### src/rtl/pattern_gen.sv
// pattern_gen: steps a WIDTH-bit stimulus vector through binary, Gray, walking-one or LFSR
// sequences, holding each vector HOLD cycles, one pass per start command.
module pattern_gen #(
    parameter int WIDTH = 5,
    parameter int HOLD = 2,
    parameter logic [WIDTH-1:0] TAPS = 5'h14
) (
    input  logic             i_clk,
    input  logic             i_rst_n,
    input  logic             i_start,
    input  logic             i_stop,
    input  logic [1:0]       i_mode,
    input  logic [WIDTH-1:0] i_seed,
    output logic [WIDTH-1:0] o_vec,
    output logic [WIDTH-1:0] o_idx,
    output logic             o_valid,
    output logic             o_busy,
    output logic             o_done
);
    localparam int HW = HOLD > 1 ? $clog2(HOLD) : 1;
    localparam logic [HW-1:0] HOLD_LAST = HW'(HOLD - 1);
    localparam logic [WIDTH-1:0] ONES = '1;
    typedef enum logic [1:0] {IDLE, RUN, DONE} state_t;
    state_t state;
    logic [1:0] mode;
    logic [HW-1:0] hold;
    logic [WIDTH-1:0] nidx, nvec, last, first;
    // o_idx doubles as the binary counter for modes 00/01; the LFSR state lives in o_vec
    always_comb begin
        nidx = o_idx + 1'b1;
        last = mode == 2'b10 ? WIDTH'(WIDTH - 1) : mode == 2'b11 ? ONES - 1'b1 : ONES;
        nvec = mode == 2'b00 ? nidx :
               mode == 2'b01 ? nidx ^ (nidx >> 1) :
               mode == 2'b10 ? {o_vec[WIDTH-2:0], o_vec[WIDTH-1]} :
               (o_vec >> 1) ^ (o_vec[0] ? TAPS : '0);
        first = i_mode == 2'b10 ? WIDTH'(1) :
                i_mode == 2'b11 ? (i_seed == '0 ? WIDTH'(1) : i_seed) : '0;
    end
    always_ff @(posedge i_clk or negedge i_rst_n) begin
        if (!i_rst_n) begin
            state   <= IDLE;
            mode    <= '0;
            hold    <= '0;
            o_vec   <= '0;
            o_idx   <= '0;
            o_valid <= 1'b0;
            o_busy  <= 1'b0;
            o_done  <= 1'b0;
        end else begin
            case (state)
                IDLE: if (i_start && !i_stop) begin
                    state   <= RUN;
                    mode    <= i_mode;
                    hold    <= '0;
                    o_vec   <= first;
                    o_idx   <= '0;
                    o_valid <= 1'b1;
                    o_busy  <= 1'b1;
                end
                RUN: if (i_stop) begin
                    state   <= IDLE;
                    o_valid <= 1'b0;
                    o_busy  <= 1'b0;
                end else if (hold == HOLD_LAST) begin
                    hold <= '0;
                    if (o_idx == last) begin
                        state   <= DONE;
                        o_valid <= 1'b0;
                        o_busy  <= 1'b0;
                        o_done  <= 1'b1;
                    end else begin
                        o_idx <= nidx;
                        o_vec <= nvec;
                    end
                end else begin
                    hold <= hold + 1'b1;
                end
                default: begin
                    state  <= IDLE;
                    o_done <= 1'b0;
                end
            endcase
        end
    end
endmodule

### config.mk
export PLATFORM = sky130hd
export DESIGN_NAME = pattern_gen
export DESIGN_NICKNAME = d
export VERILOG_FILES = /design/src/rtl/pattern_gen.sv
export SDC_FILE = /design/constraint.sdc
export NUM_CORES = 1
export LEC_CHECK = 0
export ABC_CLOCK_PERIOD_IN_PS = 1500
export CORE_ASPECT_RATIO = 0.9
export CORE_MARGIN = 10
export CORE_UTILIZATION = 44
export CTS_CLUSTER_DIAMETER = 50
export DETAILED_ROUTE_END_ITERATION = 6
export GPL_TIMING_DRIVEN = 0
export HOLD_SLACK_MARGIN = 0.1
export PLACE_DENSITY = 0.75
export SLEW_MARGIN = 25
export SYNTH_ARGS = -nofsm -noshare
export SYNTH_HDL_FRONTEND = slang
export SYNTH_SLANG_ARGS = --single-unit
### constraint.sdc
create_clock -name i_clk -period 1.5 [get_ports i_clk]
set_input_delay 0.375 -clock i_clk [delete_from_list [all_inputs] [get_ports i_clk]]
set_output_delay 0.375 -clock i_clk [all_outputs]
set_load 0.01 [all_outputs]
* Word-level counts from Yosys, hierarchy flattened
Cells that the tools add are included.
** Storage, ports and cells
- Flip-flop bits (word level) :: 17
** Operators by class
- $add $sub $neg :: 2
- Equality and inequality tests :: 14
- Muxes and demuxes :: 37
- Bitwise logic cells :: 3
- Reductions and logical operators :: 12
** Operators with widths (count)
- two-way mux 5 bit :: 16
- case mux 5 bit (2 select lines) :: 2
- two-way mux 1 bit :: 11
- inequality test 2 bit (second input constant) :: 5
- == test 2 bit (second input constant) :: 4
- two-way mux 2 bit :: 4
- AND reduction 4 bit :: 2
- inequality test 3 bit (second input constant) :: 2
- case mux 1 bit (2 select lines) :: 3
- AND reduction 3 bit :: 2
- adder 5 x 1 -> 5 bit (second input constant) :: 1
- == test 5 bit :: 1
- logical NOT 5 bit :: 1
- AND reduction 5 bit :: 1
- XOR 4 x 5 -> 5 bit :: 1
- XOR 5 x 4 -> 5 bit :: 1
- == test 2 x 1 -> 1 bit (second input constant) :: 2
- logical NOT 2 bit :: 2
- case mux 2 bit (2 select lines) :: 1
- AND reduction 2 bit :: 1
- nonzero test 2 bit :: 1
- adder 1 bit (second input constant) :: 1
- logical AND 1 bit :: 1
- logical NOT 1 bit :: 1
- inverter 1 bit :: 1

* Longest topological paths before layout
Gate-level depths: netlist of the first run.
- Word-level depth :: 9
- Depth in mapped cells :: 7
- Depth with buffers taken out :: 6

* Worst setup path before layout of the first run
Ideal clock, no wire load.
- Kind :: register to register
- Start :: register o_idx[0]
- End :: register o_vec[3]
- Setup time :: 73 ps
- Data arrival time :: 1582 ps
- Required time :: 1427 ps
- Path slack :: -155 ps
- Cell stages (with the launch flop) :: 7
- Period minus slack after synthesis :: 1655 ps
- Path through :: dfrtp_1 -> ha_1 -> nand3_1 -> xnor2_1 -> a21o_1 -> a221o_1 -> a21oi_2
** On the way
- Word-level cells in the longest chain between the ends :: 8
- Elaborated cells between the ends (all ways) :: 11
- Those cells by class :: add/sub: 1; eq/ne: 2; mux: 6; bitwise: 1; reduce/logical: 1
** RTL lines
- start: declaration :: line 15 : output logic [WIDTH-1:0] o_idx,
- start signal: assignment :: line 72 : o_idx <= nidx;
- adder 5 x 1 -> 5 bit :: line 30 : nidx = o_idx + 1'b1;
- XOR 5 x 4 -> 5 bit :: line 33 : mode == 2'b01 ? nidx ^ (nidx >> 1) :
- two-way mux 5 bit :: line 33
- two-way mux 5 bit :: line 32 : nvec = mode == 2'b00 ? nidx :
- two-way mux 5 bit :: line 66 : if (o_idx == last) begin
- two-way mux 5 bit :: line 64 : end else if (hold == HOLD_LAST) begin
- two-way mux 5 bit :: line 60 : RUN: if (i_stop) begin
- case mux 5 bit (2 select lines) :: line 50 : case (state)
- end signal: assignment :: line 55 : o_vec <= first;
- end signal: assignment :: line 73 : o_vec <= nvec;
- end: declaration :: line 14 : output logic [WIDTH-1:0] o_vec,
Several ways; a longest one is shown, not always the timed one. The select of a mux whose other input is x is not followed.
A chain may end at the register's enable or synchronous reset.

* Worst setup path after layout of the first run
- Start :: register o_idx[3]
- End :: register o_vec[0]
** On the way
- Word-level cells in the longest chain between the ends :: 3
** RTL lines (line)
- == test 5 bit :: 66
- inequality test 2 bit (no source line)
- AND reduction 5 bit (no source line)
Every way passes these cells.

==> results of run 1 <==
==> cell type report <==
class | count | share of cell area [%]
Sequential cell | 17 | 26.4
Timing Repair Buffer | 41 | 21.7
Clock buffer | 4 | 1.61
Multi-Input combinational cell | 91 | 44.9
Buffer | 5 | 2.46
Inverter | 4 | 0.922
Tap cell | 27 | 2.07
==> worst max-delay path, delay by kind of cell, from the launching register on <==
family          cells  cell delay (ns)
flops               1             0.43
compound gates      3             0.48
mux                 1             0.18
buf+inv             1             0.12
simple gates        1             0.40
==> metrics by stage <==
step	instance area (um2)	total power [mW]	TNS (ns)	std cells	worst slack (ns)
2_1_floorplan	1080	0.925	-0.570	118	-0.0716
3_3_place_gp	1340	1.13	-4.71	168	-0.485
3_5_place_dp	1340	1.15	-5.00	168	-0.511
4_1_cts	1460	1.44	-1.73	185	-0.192
5_1_grt	1630	1.64	-2.44	189	-0.228
6_report	1630	1.55	-1.69	189	-0.185
==> registers in the layout, summed over array words and instances, names as in the netlist <==
name    count
o_busy      1
hold        1
o_idx       5
o_vec       5
o_done      1
state       2
mode        2
==> cells in the mapped netlist, types with 3 or more instances <==
library cell / count / area, um2
sky130_fd_sc_hd__a21o_1: 4 / 30.0
sky130_fd_sc_hd__a21oi_1: 9 / 45.0
sky130_fd_sc_hd__dfrtp_1: 17 / 425
sky130_fd_sc_hd__inv_1: 4 / 15.0
sky130_fd_sc_hd__mux2i_1: 3 / 30.0
sky130_fd_sc_hd__nand2_1: 15 / 56.3
sky130_fd_sc_hd__nand2b_1: 5 / 31.3
sky130_fd_sc_hd__nand3_1: 4 / 20.0
sky130_fd_sc_hd__nor2_1: 4 / 15.0
sky130_fd_sc_hd__nor2b_1: 4 / 25.0
sky130_fd_sc_hd__o21ai_0: 9 / 45.0
sky130_fd_sc_hd__xnor2_1: 3 / 26.3
sky130_fd_sc_hd__xor2_1: 4 / 35.0
==> per-layer routing <==
metal / up-vias / global-route usage [%] / wire (um)
met4: 0 / 2.17 / 9
met2: 40 / 20.7 / 1660
met5: - / 0 / 0
met3: 2 / 5.33 / 258
li1: 513 / - / -
met1: 549 / 15.2 / 1350
==> worst paths after layout <==
path	start	slack, ns	end	cells past startpoint
setup / recovery	o_idx[3]	-0.19	o_vec[0]	6
hold / removal	i_rst_n	0.53	o_done	1
setup reg to reg	o_idx[3]	-0.19	o_vec[0]	6
hold reg to reg	o_done	0.54	o_done	2
max in group asynchronous	i_rst_n	0.42	o_idx[1]	1
min in group i_clk	o_done	0.54	o_done	2
==> where the power goes <==
group	leakage [nW]	internal [mW]	switching, mW
logic	0.523	0.363	0.341
registers	0.209	0.523	0.0678
clock network	0.0150	0.103	0.151
total	0.747	0.989	0.560
==> logic make-up after synthesis <==
group / after synthesis / synth area share [%]
xor gates and xnor gates: 7 / 5.78
and+or+nand+nor: 39 / 18.3
AOI/OAI and AO/OA: 39 / 24.9
adders and majority gates: 1 / 1.18
muxes: 5 / 4.95
DFF: 17 / 40.1
buffers and inverters: 10 / 4.83
==> timing repair <==
item / CTS / global route
cloned: 1 / 0
pin swaps: 4 / 3
resized for setup: 20 / 36
buffers inserted: 13 / 4
endpoints found under the setup margin: 25 / 20
==> metrics.cfg, run 1 <==
[placement]
gpl.final_weighted_congestion = 0.849
place_hpwl_um = 2060
io_buffers = 23

[run]
cap_viol_max_count = 0

[outcome]
violations = setup timing
status = finished with violations

[grt]
first_global_vias = 1064
number_of_antenna_violations_at_the_first_check_in_global_routing = 0
grtUsageTotal_pct = 12.6
maximum_number_of_pins_on_one_net_before_global_route_repair = 18
globalRouteOverflowTotal = 0
grt_first_pass_wirelength_um = 4980

[cells_and_area]
final-seq-area_um2 = 430
most_frequent_cells_in_the_layout = 16 x sky130_fd_sc_hd__buf_4, 14 x sky130_fd_sc_hd__nand2_1, 13 x sky130_fd_sc_hd__dfrtp_1, 9 x sky130_fd_sc_hd__clkdlybuf4s50_1, 9 x sky130_fd_sc_hd__dlygate4sd2_1
final_layout_fill_cell_count = 168
utilization_pct = 72.7
share_of_layout_cells_above_drive_strength_1_pct = 35.8
syn_to_final_growth_pct = 53.5
nets_final = 175
multiInputGateArea_um2 = 731
n_antenna_cell = 0
layout_commonest_cell = sky130_fd_sc_hd__buf_4

[sta]
holdWs_ns = 0.532
min_period_ns = 1.69
rsz0062_at_grt = yes
final.setup_skew_ns = 0.00200
fmax_mhz = 593
slew_headroom_pct = 46.8
finalSetupViolations = 14
hold_viol_final = 0
post-route-period-util_pct = 112
finalMaxSlewViolations = 0
final_critical_path_setup_slack_ns = -0.185
tightestPinTransition_ns = 0.795

[logic_synthesis]
synthesized_area_per_cell_um2 = 8.99
count_of_distinct_cell_types_in_the_synthesized_netlist = 38
synth.cell_area_um2 = 1060
count_of_flip_flops_with_a_built_in_enable_after_synthesis = 0
yosys_most_used_dff = sky130_fd_sc_hd__dfrtp_1
synth_warnings = 0
synth_sequential_area_ratio_pct = 40.1
postSynthNetCount = 130
synth.ff_latch_count = 17
synth_cells = 118
ys_async_sr_fraction_pct = 100

[routing]
ant_nets = 0
drcViolationCount = 0
detail_route.wl_per_cell_um = 17.4
vias = 1104
drt_iter0_drc = 96
wl_final_um = 3280
detail_route.vias_per_cell = 5.84
pre_repair_dr_iteration_count = 6

[die]
starting_density_of_the_core_pct = 47.3
placeableCoreArea_um2 = 2240
io-pin-count = 24
die_x_um = 71.8
placement_rows = 16
fp.dieArea_um2 = 4780
die_h_um = 66.6

[clock_network]
cts.path.max_buffers = 2
ctsRootBufferMaster = sky130_fd_sc_hd__clkbuf_4
cts_made_buffers = 3
clock-sinks = 17
cts.clk_slew.worst_paths_ns = 0.10
clock_tree.htree_level_count = 1
clkLatencyLatePin_ns = 0.29
tritoncts_clock_tree = yes
post_cts_hold_buffer_count = 0

[pwr]
cellPowerDensity_nw_per_um2 = 951
ir_drop_mv = 0.714
power_leakage_nw = 0.747

[critical_path]
setup.worst_path.end_class = register
arrival_ns = 1.88
setup.worst_path.start_class = register
slowest_stage = sky130_fd_sc_hd__dfrtp_2
slowest_stage_delay_cp_ns = 0.43
critical_path_class = reg -> reg
critical_path.cell_chain = or3_4, mux2i_4, a41o_4, buf_6, a21oi_2, a21o_1
critical_path.max_fanout = 6
critPathRequiredTime_ns = 1.70

[worst_hold_path]
class_of_the_worst_hold_path = in -> async

No activity file was read; power rests on OpenSTA's default activity.
==> run 2, diff against run 1 <==
- CELL_PAD_IN_SITES_DETAIL_PLACEMENT: default -> 0
- CELL_PAD_IN_SITES_GLOBAL_PLACEMENT: default -> 2
- CORE_UTILIZATION: 44 -> 26
- PLACE_DENSITY: 0.75 -> 0.74
==> run 2 against run 1 <==
Against the previous run:
- the flow still finishes with violations (setup timing)
- non-clock buffer count is 4 lower
- design area is 2.2% higher
- setup slack better by 0.015 ns
==> metrics.cfg, run 2 (same netlist as run 1, synthesis figures left out) <==
[clock_network]
clock-sinks = 17  ; unchanged
cts_made_buffers = 3  ; unchanged
ctsRootBufferMaster = sky130_fd_sc_hd__clkbuf_8
clock_tree.htree_level_count = 1  ; unchanged
clkLatencyLatePin_ns = 0.26  ; -0.03 ns
cts.clk_slew.worst_paths_ns = 0.08  ; -0.02 ns
tritoncts_clock_tree = yes
cts.path.max_buffers = 2  ; unchanged

[die]
starting_density_of_the_core_pct = 27.7  ; -20 points
io-pin-count = 24  ; unchanged
placement_rows = 21  ; +5
die_x_um = 87.3  ; +22%
die_h_um = 80.6  ; +21%
placeableCoreArea_um2 = 3840  ; +71%
fp.dieArea_um2 = 7040  ; +47%

[pwr]
net_switching_power_mw = 0.560  ; about the same
power_leakage_nw = 0.763  ; +2.1%
power_frac_comb_pct = 40.5  ; -4.9 points
cellPowerDensity_nw_per_um2 = 963  ; +1.3%
clkPwrFrac_pct = 22.6  ; +6.1 points
ir_drop_mv = 0.824  ; +15%
switching_share_pct = 34.9  ; -1.2 points
total_power_mw = 1.60  ; +3.5%
p_int_mw = 1.04  ; +5.5%
sequentialPowerShare_pct = 36.9  ; -1.2 points

[cells_and_area]
final_layout_fill_cell_count = 370  ; +120%
nets_final = 171  ; -2.3%
utilization_pct = 43.4  ; -29 points
largestRegisters = o_idx x5, o_vec x5
syn_to_final_growth_pct = 56.8
share_of_layout_cells_above_drive_strength_1_pct = 36.1  ; +0.27 points
most_frequent_cells_in_the_layout = 14 x sky130_fd_sc_hd__buf_4, 12 x sky130_fd_sc_hd__nand2_1, 11 x sky130_fd_sc_hd__dfrtp_1, 10 x sky130_fd_sc_hd__dlygate4sd2_1, 8 x sky130_fd_sc_hd__clkdlybuf4s50_1
layout_commonest_cell = sky130_fd_sc_hd__buf_4
n_antenna_cell = 0  ; unchanged

[routing]
wl_final_um = 3270  ; -0.24%
ant_nets = 0  ; unchanged
detail_route.vias_per_cell = 4.90  ; -16%
pre_repair_dr_iteration_count = 4  ; -2
drcViolationCount = 0  ; unchanged
vias = 999  ; -9.5%
detail_route.wl_per_cell_um = 16.0  ; -7.6%
drt_iter0_drc = 67  ; -30%

[sta]
post-route-period-util_pct = 111  ; -1.0 points
tightestPinTransition_ns = 0.860  ; +0.0654 ns
finalMaxSlewViolations = 0  ; unchanged
min_period_ns = 1.67  ; -0.0154 ns
hold_viol_final = 0  ; unchanged
final.setup_skew_ns = 0.0111  ; +0.00912 ns
rsz0062_at_grt = yes
final_critical_path_setup_slack_ns = -0.170  ; +0.0154 ns
finalSetupViolations = 11  ; -3
fmax_mhz = 599  ; +0.93%
slew_headroom_pct = 42.5  ; -4.4 points

[critical_path]
critPathRequiredTime_ns = 1.66  ; -0.04 ns
setup.worst_path.end_class = register
critical_path_class = reg -> reg
slowest_stage = sky130_fd_sc_hd__dfrtp_2
worst-r2r-cell-count = 6  ; unchanged
cp_num_buf_inv = 1  ; unchanged
worst_reg2reg_startpoint = o_idx[1]
critical_path.cell_chain = or3_4, mux2i_4, a41o_4, buf_6, a21oi_2, a21o_1
setup.worst_path.start_class = register
setup.reg_to_reg.worst_slack_ns = -0.17  ; +0.02 ns
critical_path.max_fanout = 6  ; unchanged
slowest_stage_delay_cp_ns = 0.43  ; about the same
timing.rr.end = o_vec[4]
timing.critical_path.max_delay_family = compound AO/OA/AOI/OAI gates
arrival_ns = 1.83  ; -0.05 ns

[grt]
first_global_vias = 1011  ; -5.0%
globalRouteOverflowTotal = 0  ; unchanged
grtUsageTotal_pct = 9.18  ; -3.4 points
grt_first_pass_wirelength_um = 5200  ; +4.3%
number_of_antenna_violations_at_the_first_check_in_global_routing = 0  ; unchanged
maximum_number_of_pins_on_one_net_before_global_route_repair = 18  ; unchanged

[placement]
place_hpwl_um = 2260  ; +9.8%
io_buffers = 23  ; unchanged
gpl.final_weighted_congestion = 0.786  ; -7.5%

[worst_hold_path]
class_of_the_worst_hold_path = reg -> reg
hp-start = o_done
worst_hold_path.endpoint = o_done
whs_path_depth = 2

[outcome]
violations = setup timing
status = finished with violations

[run]
cap_viol_max_count = 0  ; unchanged

## run 2: cell types whose count changed in the layout (fill, tap and decap cells not counted), sizes merged
cell / delta
dlygate4sd2: +1
buf: -4
clkbuf: -3
clkdlybuf4s50: -1
dlymetal6s2s: +2
clkinv: +1
## run 2: stage by stage
step	hold WS (ns)	area (um2)	TNS (ns)	std cells	worst slack [ns]
floorplan	0.0794	1080	-0.570	118	-0.0716
global placement	0.510	1370	-5.17	187	-0.512
detailed placement	0.527	1370	-5.07	187	-0.505
CTS	0.540	1490	-1.87	199	-0.177
global route	0.572	1660	-1.98	204	-0.227
finish	0.532	1660	-1.30	204	-0.170
## run 2: final cells by class
| cell class | count | area, um2 | share of cell area (%) |
|---|---|---|---|
| clock buffers | 3 | 41.3 | 2.48 |
| flip-flops and latches | 17 | 433 | 26.0 |
| clock inverters | 1 | 5.00 | 0.301 |
| well taps | 46 | 57.6 | 3.46 |
| multi-input cells | 91 | 743 | 44.7 |
| plain buffers | 5 | 36.3 | 2.18 |
| inverters | 4 | 15.0 | 0.902 |
| repair buffers | 37 | 333 | 20.0 |
## run 2: worst max path at each step
stage | from | to | slack [ns] | cells after the start
2_1_floorplan | o_idx[1] | o_vec[3] | -0.07 | 6
3_3_place_gp | i_start | o_idx[2] | -0.51 | 7
3_5_place_dp | i_start | o_idx[2] | -0.51 | 7
4_1_cts | o_idx[3] | o_vec[1] | -0.18 | 5
5_1_grt | o_idx[1] | o_vec[4] | -0.23 | 6
6_report | o_idx[1] | o_vec[4] | -0.17 | 6
## run 2: worst reg2reg max path, stage by stage (launching register included)
cell and delay (ns):
sky130_fd_sc_hd__dfrtp_2 0.43, sky130_fd_sc_hd__or3_4 0.39, sky130_fd_sc_hd__mux2i_4 0.19, sky130_fd_sc_hd__a41o_4 0.28
sky130_fd_sc_hd__buf_6 0.11, sky130_fd_sc_hd__a21oi_2 0.02, sky130_fd_sc_hd__a21o_1 0.15
## run 2: timing repair
item                       4_1_cts  5_1_grt
gates cloned                     1        0
resized for setup               19       36
setup buffers                    8        5
setup endpoints to repair       27       15
pin swaps                        5        7
hold buffers                     0        0
## run 2: metal layers
metal,vias to the layer above,share of wire (%),wire length [um],GRT usage [%]
li1,501,-,-,-
met1,473,48,1570,12.6
met2,23,46,1490,13.3
met3,2,5.7,188,3.73
met4,0,0.58,19,1.43
met5,-,0,0,0
## run 2: power groups by stage
stage | sequential (mW) | clock [mW] | combinational, mW
2_1_floorplan | 0.616 | 0 | 0.309
4_1_cts | 0.596 | 0.372 | 0.569
3_3_place_gp | 0.609 | 0 | 0.546
5_1_grt | 0.606 | 0.400 | 0.713
6_report | 0.592 | 0.362 | 0.649
3_5_place_dp | 0.613 | 0 | 0.539
